**src/rtl/mem_port_arbiter.sv**
```systemverilog
// mem_port_arbiter
// Shares one memory port between an instruction-fetch requester (IF, read-only)
// and a load/store requester (LS). Only one transaction is in flight at a time.
// In IDLE one requester is granted. A tie goes to the requester that was not
// granted last. The command is registered onto the memory port (ISSUE). For a
// load the block then waits for mem_rvalid (RESP), with a timeout that returns
// ERR_DATA and sets a sticky err flag.
//
// Ports
//   clk, rst                  clock, asynchronous active-low reset
//   if_req/if_addr            fetch request; if_gnt accept, if_rvalid/if_rdata response
//   ls_req/ls_we/ls_addr/
//   ls_wdata/ls_wstrb         load/store request; ls_gnt accept, ls_rvalid/ls_rdata response
//   mem_req/mem_we/mem_addr/
//   mem_wdata/mem_wstrb       registered memory command
//   mem_ready                 memory accepts the command while mem_req=1
//   mem_rvalid/mem_rdata      memory read response
//   busy                      state is not IDLE
//   err                       sticky read-timeout flag
module mem_port_arbiter #(
  parameter int unsigned TIMEOUT  = 64,
  parameter logic [31:0] ERR_DATA = 32'hDEAD_BEEF
) (
  input  logic        clk,
  input  logic        rst,
  input  logic        if_req,
  input  logic [31:0] if_addr,
  output logic        if_gnt,
  output logic        if_rvalid,
  output logic [31:0] if_rdata,
  input  logic        ls_req,
  input  logic        ls_we,
  input  logic [31:0] ls_addr,
  input  logic [31:0] ls_wdata,
  input  logic [3:0]  ls_wstrb,
  output logic        ls_gnt,
  output logic        ls_rvalid,
  output logic [31:0] ls_rdata,
  output logic        mem_req,
  output logic        mem_we,
  output logic [31:0] mem_addr,
  output logic [31:0] mem_wdata,
  output logic [3:0]  mem_wstrb,
  input  logic        mem_ready,
  input  logic        mem_rvalid,
  input  logic [31:0] mem_rdata,
  output logic        busy,
  output logic        err
);

  typedef enum logic [1:0] {IDLE, ISSUE, RESP} state_e;

  localparam int CNT_W = $clog2(TIMEOUT + 1);

  // Owner / last-granted encoding: 0 = IF, 1 = LS.
  state_e             state_q,     state_d;
  logic               last_ls_q,   last_ls_d;
  logic               owner_q,     owner_d;
  logic               mem_req_q,   mem_req_d;
  logic               mem_we_q,    mem_we_d;
  logic [31:0]        mem_addr_q,  mem_addr_d;
  logic [31:0]        mem_wdata_q, mem_wdata_d;
  logic [3:0]         mem_wstrb_q, mem_wstrb_d;
  logic [CNT_W-1:0]   cnt_q,       cnt_d;
  logic               err_q,       err_d;
  logic               if_rvalid_q, if_rvalid_d;
  logic               ls_rvalid_q, ls_rvalid_d;
  logic [31:0]        if_rdata_q,  if_rdata_d;
  logic [31:0]        ls_rdata_q,  ls_rdata_d;

  logic               if_gnt_c, ls_gnt_c, win_ls;
  logic               rsp_valid;
  logic [31:0]        rsp_data;

  always_comb begin
    // NOTE: every signal written here gets a default first, so no path can
    // leave one unassigned and infer a latch.
    state_d     = state_q;
    last_ls_d   = last_ls_q;
    owner_d     = owner_q;
    mem_req_d   = mem_req_q;
    mem_we_d    = mem_we_q;
    mem_addr_d  = mem_addr_q;
    mem_wdata_d = mem_wdata_q;
    mem_wstrb_d = mem_wstrb_q;
    cnt_d       = cnt_q;
    err_d       = err_q;
    if_rvalid_d = 1'b0;
    ls_rvalid_d = 1'b0;
    if_rdata_d  = if_rdata_q;
    ls_rdata_d  = ls_rdata_q;
    if_gnt_c    = 1'b0;
    ls_gnt_c    = 1'b0;
    win_ls      = 1'b0;
    rsp_valid   = 1'b0;
    rsp_data    = '0;

    unique case (state_q)
      IDLE: begin
        if (if_req || ls_req) begin
          // LS wins when it is alone, or on a tie when IF was granted last.
          win_ls      = ls_req && (!if_req || !last_ls_q);
          if_gnt_c    = !win_ls;
          ls_gnt_c    = win_ls;
          last_ls_d   = win_ls;
          owner_d     = win_ls;
          mem_req_d   = 1'b1;
          mem_we_d    = win_ls && ls_we;
          mem_addr_d  = win_ls ? ls_addr  : if_addr;
          mem_wdata_d = win_ls ? ls_wdata : '0;
          mem_wstrb_d = win_ls ? ls_wstrb : '0;
          state_d     = ISSUE;
        end
      end
      ISSUE: begin
        if (mem_ready) begin
          mem_req_d = 1'b0;
          mem_we_d  = 1'b0;
          if (mem_we_q) begin
            rsp_valid = 1'b1;
            state_d   = IDLE;
          end else begin
            cnt_d   = '0;
            state_d = RESP;
          end
        end
      end
      RESP: begin
        if (mem_rvalid) begin
          rsp_valid = 1'b1;
          rsp_data  = mem_rdata;
          state_d   = IDLE;
        end else if (cnt_q == CNT_W'(TIMEOUT - 1)) begin
          // This idle cycle brings the count to TIMEOUT: abort the read.
          rsp_valid = 1'b1;
          rsp_data  = ERR_DATA;
          err_d     = 1'b1;
          state_d   = IDLE;
        end else begin
          cnt_d = cnt_q + CNT_W'(1);
        end
      end
      default: state_d = IDLE;
    endcase

    // Response goes only to the owner; the other side keeps its last rdata.
    if (rsp_valid) begin
      if (owner_q) begin
        ls_rvalid_d = 1'b1;
        ls_rdata_d  = rsp_data;
      end else begin
        if_rvalid_d = 1'b1;
        if_rdata_d  = rsp_data;
      end
    end
  end

  always_ff @(posedge clk or negedge rst) begin
    if (!rst) begin
      state_q     <= IDLE;
      last_ls_q   <= 1'b1;  // IF wins the first tie
      owner_q     <= 1'b0;
      mem_req_q   <= 1'b0;
      mem_we_q    <= 1'b0;
      mem_addr_q  <= '0;
      mem_wdata_q <= '0;
      mem_wstrb_q <= '0;
      cnt_q       <= '0;
      err_q       <= 1'b0;
      if_rvalid_q <= 1'b0;
      ls_rvalid_q <= 1'b0;
      if_rdata_q  <= '0;
      ls_rdata_q  <= '0;
    end else begin
      // NOTE: non-blocking assignments make every register sample the
      // pre-edge values, so the order of these statements does not matter.
      state_q     <= state_d;
      last_ls_q   <= last_ls_d;
      owner_q     <= owner_d;
      mem_req_q   <= mem_req_d;
      mem_we_q    <= mem_we_d;
      mem_addr_q  <= mem_addr_d;
      mem_wdata_q <= mem_wdata_d;
      mem_wstrb_q <= mem_wstrb_d;
      cnt_q       <= cnt_d;
      err_q       <= err_d;
      if_rvalid_q <= if_rvalid_d;
      ls_rvalid_q <= ls_rvalid_d;
      if_rdata_q  <= if_rdata_d;
      ls_rdata_q  <= ls_rdata_d;
    end
  end

  assign if_gnt    = if_gnt_c;
  assign ls_gnt    = ls_gnt_c;
  assign if_rvalid = if_rvalid_q;
  assign if_rdata  = if_rdata_q;
  assign ls_rvalid = ls_rvalid_q;
  assign ls_rdata  = ls_rdata_q;
  assign mem_req   = mem_req_q;
  assign mem_we    = mem_we_q;
  assign mem_addr  = mem_addr_q;
  assign mem_wdata = mem_wdata_q;
  assign mem_wstrb = mem_wstrb_q;
  assign busy      = (state_q != IDLE);
  assign err       = err_q;

endmodule

```
**config.mk**
```make
export PLATFORM = sky130hd
export DESIGN_NAME = mem_port_arbiter
export DESIGN_NICKNAME = d
export VERILOG_FILES = /design/src/rtl/mem_port_arbiter.sv
export SDC_FILE = /design/constraint.sdc
export NUM_CORES = 1
export LEC_CHECK = 0
export BUFFER_PORTS_ARGS = -buffer_cell sky130_fd_sc_hd__clkbuf_2
export CAP_MARGIN = 30
export CORE_MARGIN = 2
export CORE_UTILIZATION = 40
export DETAILED_ROUTE_END_ITERATION = 8
export PLACE_DENSITY = 0.7
export SLEW_MARGIN = 0
export SYNTH_ARGS = -nofsm -noshare
export SYNTH_HDL_FRONTEND = slang
export SYNTH_SLANG_ARGS = --single-unit
```
**constraint.sdc**
```tcl
create_clock -name clk -period 2.15 [get_ports clk]
set_input_delay 0.3225 -clock clk [delete_from_list [all_inputs] [get_ports clk]]
set_output_delay 0.3225 -clock clk [all_outputs]
set_load 0.03 [all_outputs]
```
==> results.cfg, run 1 <==
[outcome]
outcome = finished clean

[die]
die_h_um = 127
io_pins = 279
initial_core_util_pct = 41.2
die_w_um = 127
core-area_um2 = 14600
num_rows = 44
dieArea_um2 = 16100

[yosys]
seq_area_frac_synth_pct = 61.4
ys_ff_latch = 148
netlist_top_cells_area = dfrtp_1 61%, a22o_1 7.5%, a222oi_1 5.3%
synth_top_area_cell = dfrtp_1
synth_area_um2 = 6030
yosys_warnings = 0
synth.top_cell.area_share_pct = 61.0
ys_top_cells_by_count = 147 x dfrtp_1, 52 x a22o_1, 40 x inv_1, 32 x a222oi_1, 31 x nand2_1
synth_flop_cell = dfrtp_1
synth_edf_count = 0
post-synth-top-count-cell = dfrtp_1
synth_cell_types = 47
synth-async-reset-ratio_pct = 100
syn-num-nets = 621
netlist_instances = 477
syn_avg_cell_area_um2 = 12.7

[setup_path]
cp_num_buf_inv = 3
cp-start-kind = register
cp_max_fo = 28
path_cells = inv_1, ha_4, and2_4, buf_12, clkbuf_4
worstPathArrival_ns = 1.76
slowest_delay_ns = 0.40
cpMaxStageDelayCell = dfrtp_1
path_class = register to output pin
cp-end-kind = output pin
critical_path.top_delay_family = buffers and inverters
required_ns = 1.83

[layout]
nets = 896
drive_gt1_share_pct = 45.0
n_antenna_cell = 0
synthToLayoutAreaGrowth_pct = 38.5

[placement]
gp_congestion = 0.876
port_buffers = 278
dp_hpwl_um = 13100
dp_slack_ns = 0.224

[clock_network]
clkSinkCount = 148
root_buffer = clkbuf_16
cts_buffers = 17
post-cts-setup-buffers = 0
clkTransAtPathRegs_ns = 0.06
cts_buffer_depth = 2
cts_tree = done
clock_latency_ns = 0.42
h-tree-depth = 4

[grt]
grt_max_degree = 71
grt_pass1_wl_um = 28100
antenna_found_initial = 0
first_global_vias = 5219
gr-usage-all-layers_pct = 22.4
overflow = 0

[detailed_routing]
drt_iter0_drc = 461
via_per_inst = 5.55
drc = 0
drtPass1Iterations = 8
ant_nets = 0
vias = 5264
routed_wl_um = 18100
avgRoutedWirePerCell_um = 19.0

[sta]
setup_ws_ns = 0.0630
finClkSkew_ns = 0.0138
finalCritPeriodShare_pct = 97.1
fmax_ghz = 0.479
drv_slew = 0
setup_tns_ns = 0
setup_violations = 0
holdWs_ns = 0.111
min_period_ns = 2.09
worst_slew_pin_slew_ns = 0.731
hold_viol_final = 0
max_slew_margin_pct = 51.2
rsz0062_at_grt = false

[power]
fin_total_pwr_mw = 14.7
power.leakage_nw = 4.37
p_per_area_nw_per_um2 = 1760
vdd_drop_max_v = 0.000851

[flow_run]
maxCapViolations = 0

[min_path]
hp-class = primary input to register
[layout by cell type, fill, tap and decap left out, types with 11 or more instances in the layout]
cell       instances
a22o_1            52
clkbuf_16         17
o2bb2ai_1         24
buf_4             11
nand2b_1          28
nand2_1           31
a32o_1            26
a222oi_1          32
dfrtp_1          147
clkbuf_2         275
inv_1             40
[worst min-delay path: stages]
cell and delay, ns:
clkbuf_2 0.07, a222oi_1 0.05, inv_1 0.05
[per-layer routing]
metal	wire length (µm)	global-route usage, %	vias to the layer above
li1	-	-	2365
met1	6990	26.7	2570
met2	8990	37.8	301
met3	1570	6.87	28
met4	513	9.76	0
met5	0	0	-
[logic make-up (layout without fill, tap and decap cells)]
kind of cell	count (synthesis)	count (layout)	share of synthesized area (%)
buf+inv	80	368	5.56
simple gates	82	82	7.67
fa+ha+maj	5	5	1.04
flops	148	148	61.4
compound gates	158	158	23.6
mux	4	4	0.726
[stage by stage]
| step | util, % | cells | instance area [µm²] |
|---|---|---|---|
| CTS | 57.0 | 949 | 8340 |
| global route | 57.1 | 949 | 8360 |
| global placement | 52.4 | 915 | 7670 |
| finish | 57.1 | 949 | 8360 |
| floorplan | - | 477 | 6030 |
| detailed placement | 52.4 | 915 | 7670 |
[state kept, by name, indices dropped and copies added (netlist names)]
register   cells
owner_q        1
cnt_q          7
if_rvalid      1
state_q        2
mem_wstrb      4
mem_addr      32
mem_we         1
ls_rdata      32
mem_wdata     32
mem_req        1
err            1
if_rdata      32
ls_rvalid      1
last_ls_q      1
[what timing repair did]
item / 4_1_cts / 5_1_grt
endpoints found under the hold margin: 48 / 0
gates cloned: 1 / 0
hold buffers: 1 / 0
resized for setup: 3 / 4
endpoints found under the setup margin: 1 / 4
[layout make-up]
class | instances | area, µm²
fill | 1232 | 6280
sequential | 148 | 3700
multi-input combinational | 249 | 2030
clock buffer | 21 | 470
clock inverter | 11 | 150
tap | 184 | 230
timing repair buffer | 296 | 1630
inverter | 40 | 150
[path summary, 6_finish.rpt]
check,start,to,slack [ns],cells after the start
max in group asynchronous,rst,cnt_q[2],1.03,3
min in group asynchronous,rst,if_rdata[14],0.43,2
min,if_addr[18],mem_addr[18],0.11,3
max reg2reg,state_q[0],ls_rdata[8],0.14,7
min reg2reg,if_rdata[15],if_rdata[15],0.49,1
max,state_q[0],ls_gnt,0.06,5
[power by group]
part	internal, mW	switching [mW]
logic	2.29	4.51
clock network	1.92	1.14
registers	4.04	0.825
No activity file was read; power rests on OpenSTA's default activity.
==> run 2, diff against run 1 <==
Clock period 2.15 ns to 2.4 ns, I/O delays scaled along.
==> run 2 against run 1 <==
  * Clock power is 11% lower
  * Non-clock buffer count shrank 3
  * Hold slack better by 0.039 ns
  * Via count fell by 0.15%
  * Design area down 1.6%
  * Register-to-register slack better by 0.18 ns
  * Critical endpoint is now if_gnt
==> results.cfg, run 2 (synthesis results as in run 1) <==
[sta]
drv_slew = 0
finClkSkew_ns = 0.0120
finalCritPeriodShare_pct = 94.6
setup_violations = 0
setup_tns_ns = 0
min_period_ns = 2.27
max_slew_margin_pct = 51.1
hold_viol_final = 0
fmax_ghz = 0.440
worst_slew_pin_slew_ns = 0.734
rsz0062_at_grt = false
holdWs_ns = 0.150

[detailed_routing]
avgRoutedWirePerCell_um = 19.0
drt_iter0_drc = 476
via_per_inst = 5.56
routed_wl_um = 18000
drtPass1Iterations = 9
vias = 5256
drc = 0
ant_nets = 0

[die]
io_pins = 279
core-area_um2 = 14600
num_rows = 44
dieArea_um2 = 16100
die_h_um = 127
die_w_um = 127
initial_core_util_pct = 41.2

[grt]
gr-usage-all-layers_pct = 22.5
met2_usage_pct = 35.7
globalRouteMet3Util_pct = 7.42
first_global_vias = 5129
grt_pass1_wl_um = 27900
overflow = 0
grt_max_degree = 72
antenna_found_initial = 0
busiest_layer = met2
grtUsageMet1_pct = 27.7

[clock_network]
cts_buffers = 17
clkSinkCount = 148
post-cts-setup-buffers = 0
cts_tree = done
clock_latency_ns = 0.42
clkTransAtPathRegs_ns = 0.06
cts_buffer_depth = 2
h-tree-depth = 4
root_buffer = clkbuf_16

[outcome]
outcome = finished clean

[placement]
gp_congestion = 0.835
port_buffers = 278
dp_hpwl_um = 13200

[layout]
drive_gt1_share_pct = 44.5
multi_input_area_um2 = 2010
n_fill_cell = 1270
n_antenna_cell = 0
synthToLayoutAreaGrowth_pct = 36.3
seqCellArea_um2 = 3700
mostFrequentLayoutCell = clkbuf_2
final_cell_mix = 277 x clkbuf_2, 147 x dfrtp_1, 52 x a22o_1, 40 x inv_1, 32 x a222oi_1
nets = 893

[setup_path]
cp_max_fo = 6
cpMaxStageDelayCell = dfrtp_1
path_cells = inv_1, ha_1, o21ai_4, nor2_2, clkbuf_2
cp-end-kind = output pin
slowest_delay_ns = 0.39
worstPathArrival_ns = 1.91
cp-start-kind = register
r2r_slack_ns = 0.32
required_ns = 2.04
path_class = register to output pin

[power]
p_per_area_nw_per_um2 = 1580
vdd_drop_max_v = 0.000788
power.leakage_nw = 4.31

[flow_run]
maxCapViolations = 0

[min_path]
hp-class = primary input to register
==> run 2: cell types whose count changed in the layout (fill, tap and decap cells not counted), sizes merged <==
| cell | previous run | this run |
|---|---|---|
| buf | 17 | 15 |
| bufbuf | 1 | 0 |
| clkbuf | 298 | 295 |
| clkinv | 5 | 3 |
| clkinvlp | 2 | 3 |
| inv | 41 | 45 |
==> run 2: per-layer routing <==
metal / part of all wire (%) / vias to the layer above / wire length (µm)
li1: - / 2355 / -
met1: 39 / 2579 / 6950
met2: 48 / 282 / 8690
met3: 9.0 / 40 / 1620
met4: 4.1 / 0 / 733
met5: 0 / - / 0
==> run 2: worst max-delay path, delay by kind of cell, from the launching register on <==
family | cells | cell delay (ns)
AO/OA/AOI/OAI | 1 | 0.09
adder cells (fa/ha/maj) | 1 | 0.28
buffers and inverters | 2 | 0.41
flip-flops | 1 | 0.39
AND/OR/NAND/NOR | 1 | 0.33
==> run 2: final timing paths <==
path,start,to,cells after the start
max in group asynchronous,rst,if_rdata[27],3
setup reg to reg,state_q[0],ls_rdata[15],7
min in group asynchronous,rst,if_rdata[8],2
setup / recovery,state_q[0],if_gnt,5
hold / removal,if_addr[29],mem_addr[29],3
hold reg to reg,err,err,1
==> run 2: final cells by class <==
type / instances / area share (%)
Tap cell: 184 / 2.80
Multi-Input combinational cell: 249 / 24.4
Clock inverter: 14 / 2.12
Timing Repair Buffer: 293 / 18.5
Inverter: 40 / 1.83
Clock buffer: 18 / 5.22
Sequential cell: 148 / 45.1
==> run 2: repair_timing <==
| item | 4_1_cts | 5_1_grt |
|---|---|---|
| resized for setup | 0 | 0 |
| hold endpoints to repair | 52 | 0 |
| hold buffers | 1 | 0 |
==> run 2: per-stage QoR <==
step                      setup WS [ns]  instances  instance area [µm²]  power (mW)  utilization [%]
after global placement            0.482        913                 7610        10.2             52.0
after floorplan                   0.537        477                 6030        8.35                -
final                             0.129        946                 8220        13.0             56.2
after CTS                         0.127        946                 8220        13.1             56.2
after detailed placement          0.359        913                 7610        10.4             52.0
after global routing             0.0495        946                 8220        13.7             56.2
==> run 2: power breakdown <==
group	switching (mW)	total (mW)	internal, mW
clock network	1.07	2.72	1.65
registers	0.743	4.36	3.62
logic	4.01	5.94	1.93
total	5.83	13.0	7.20
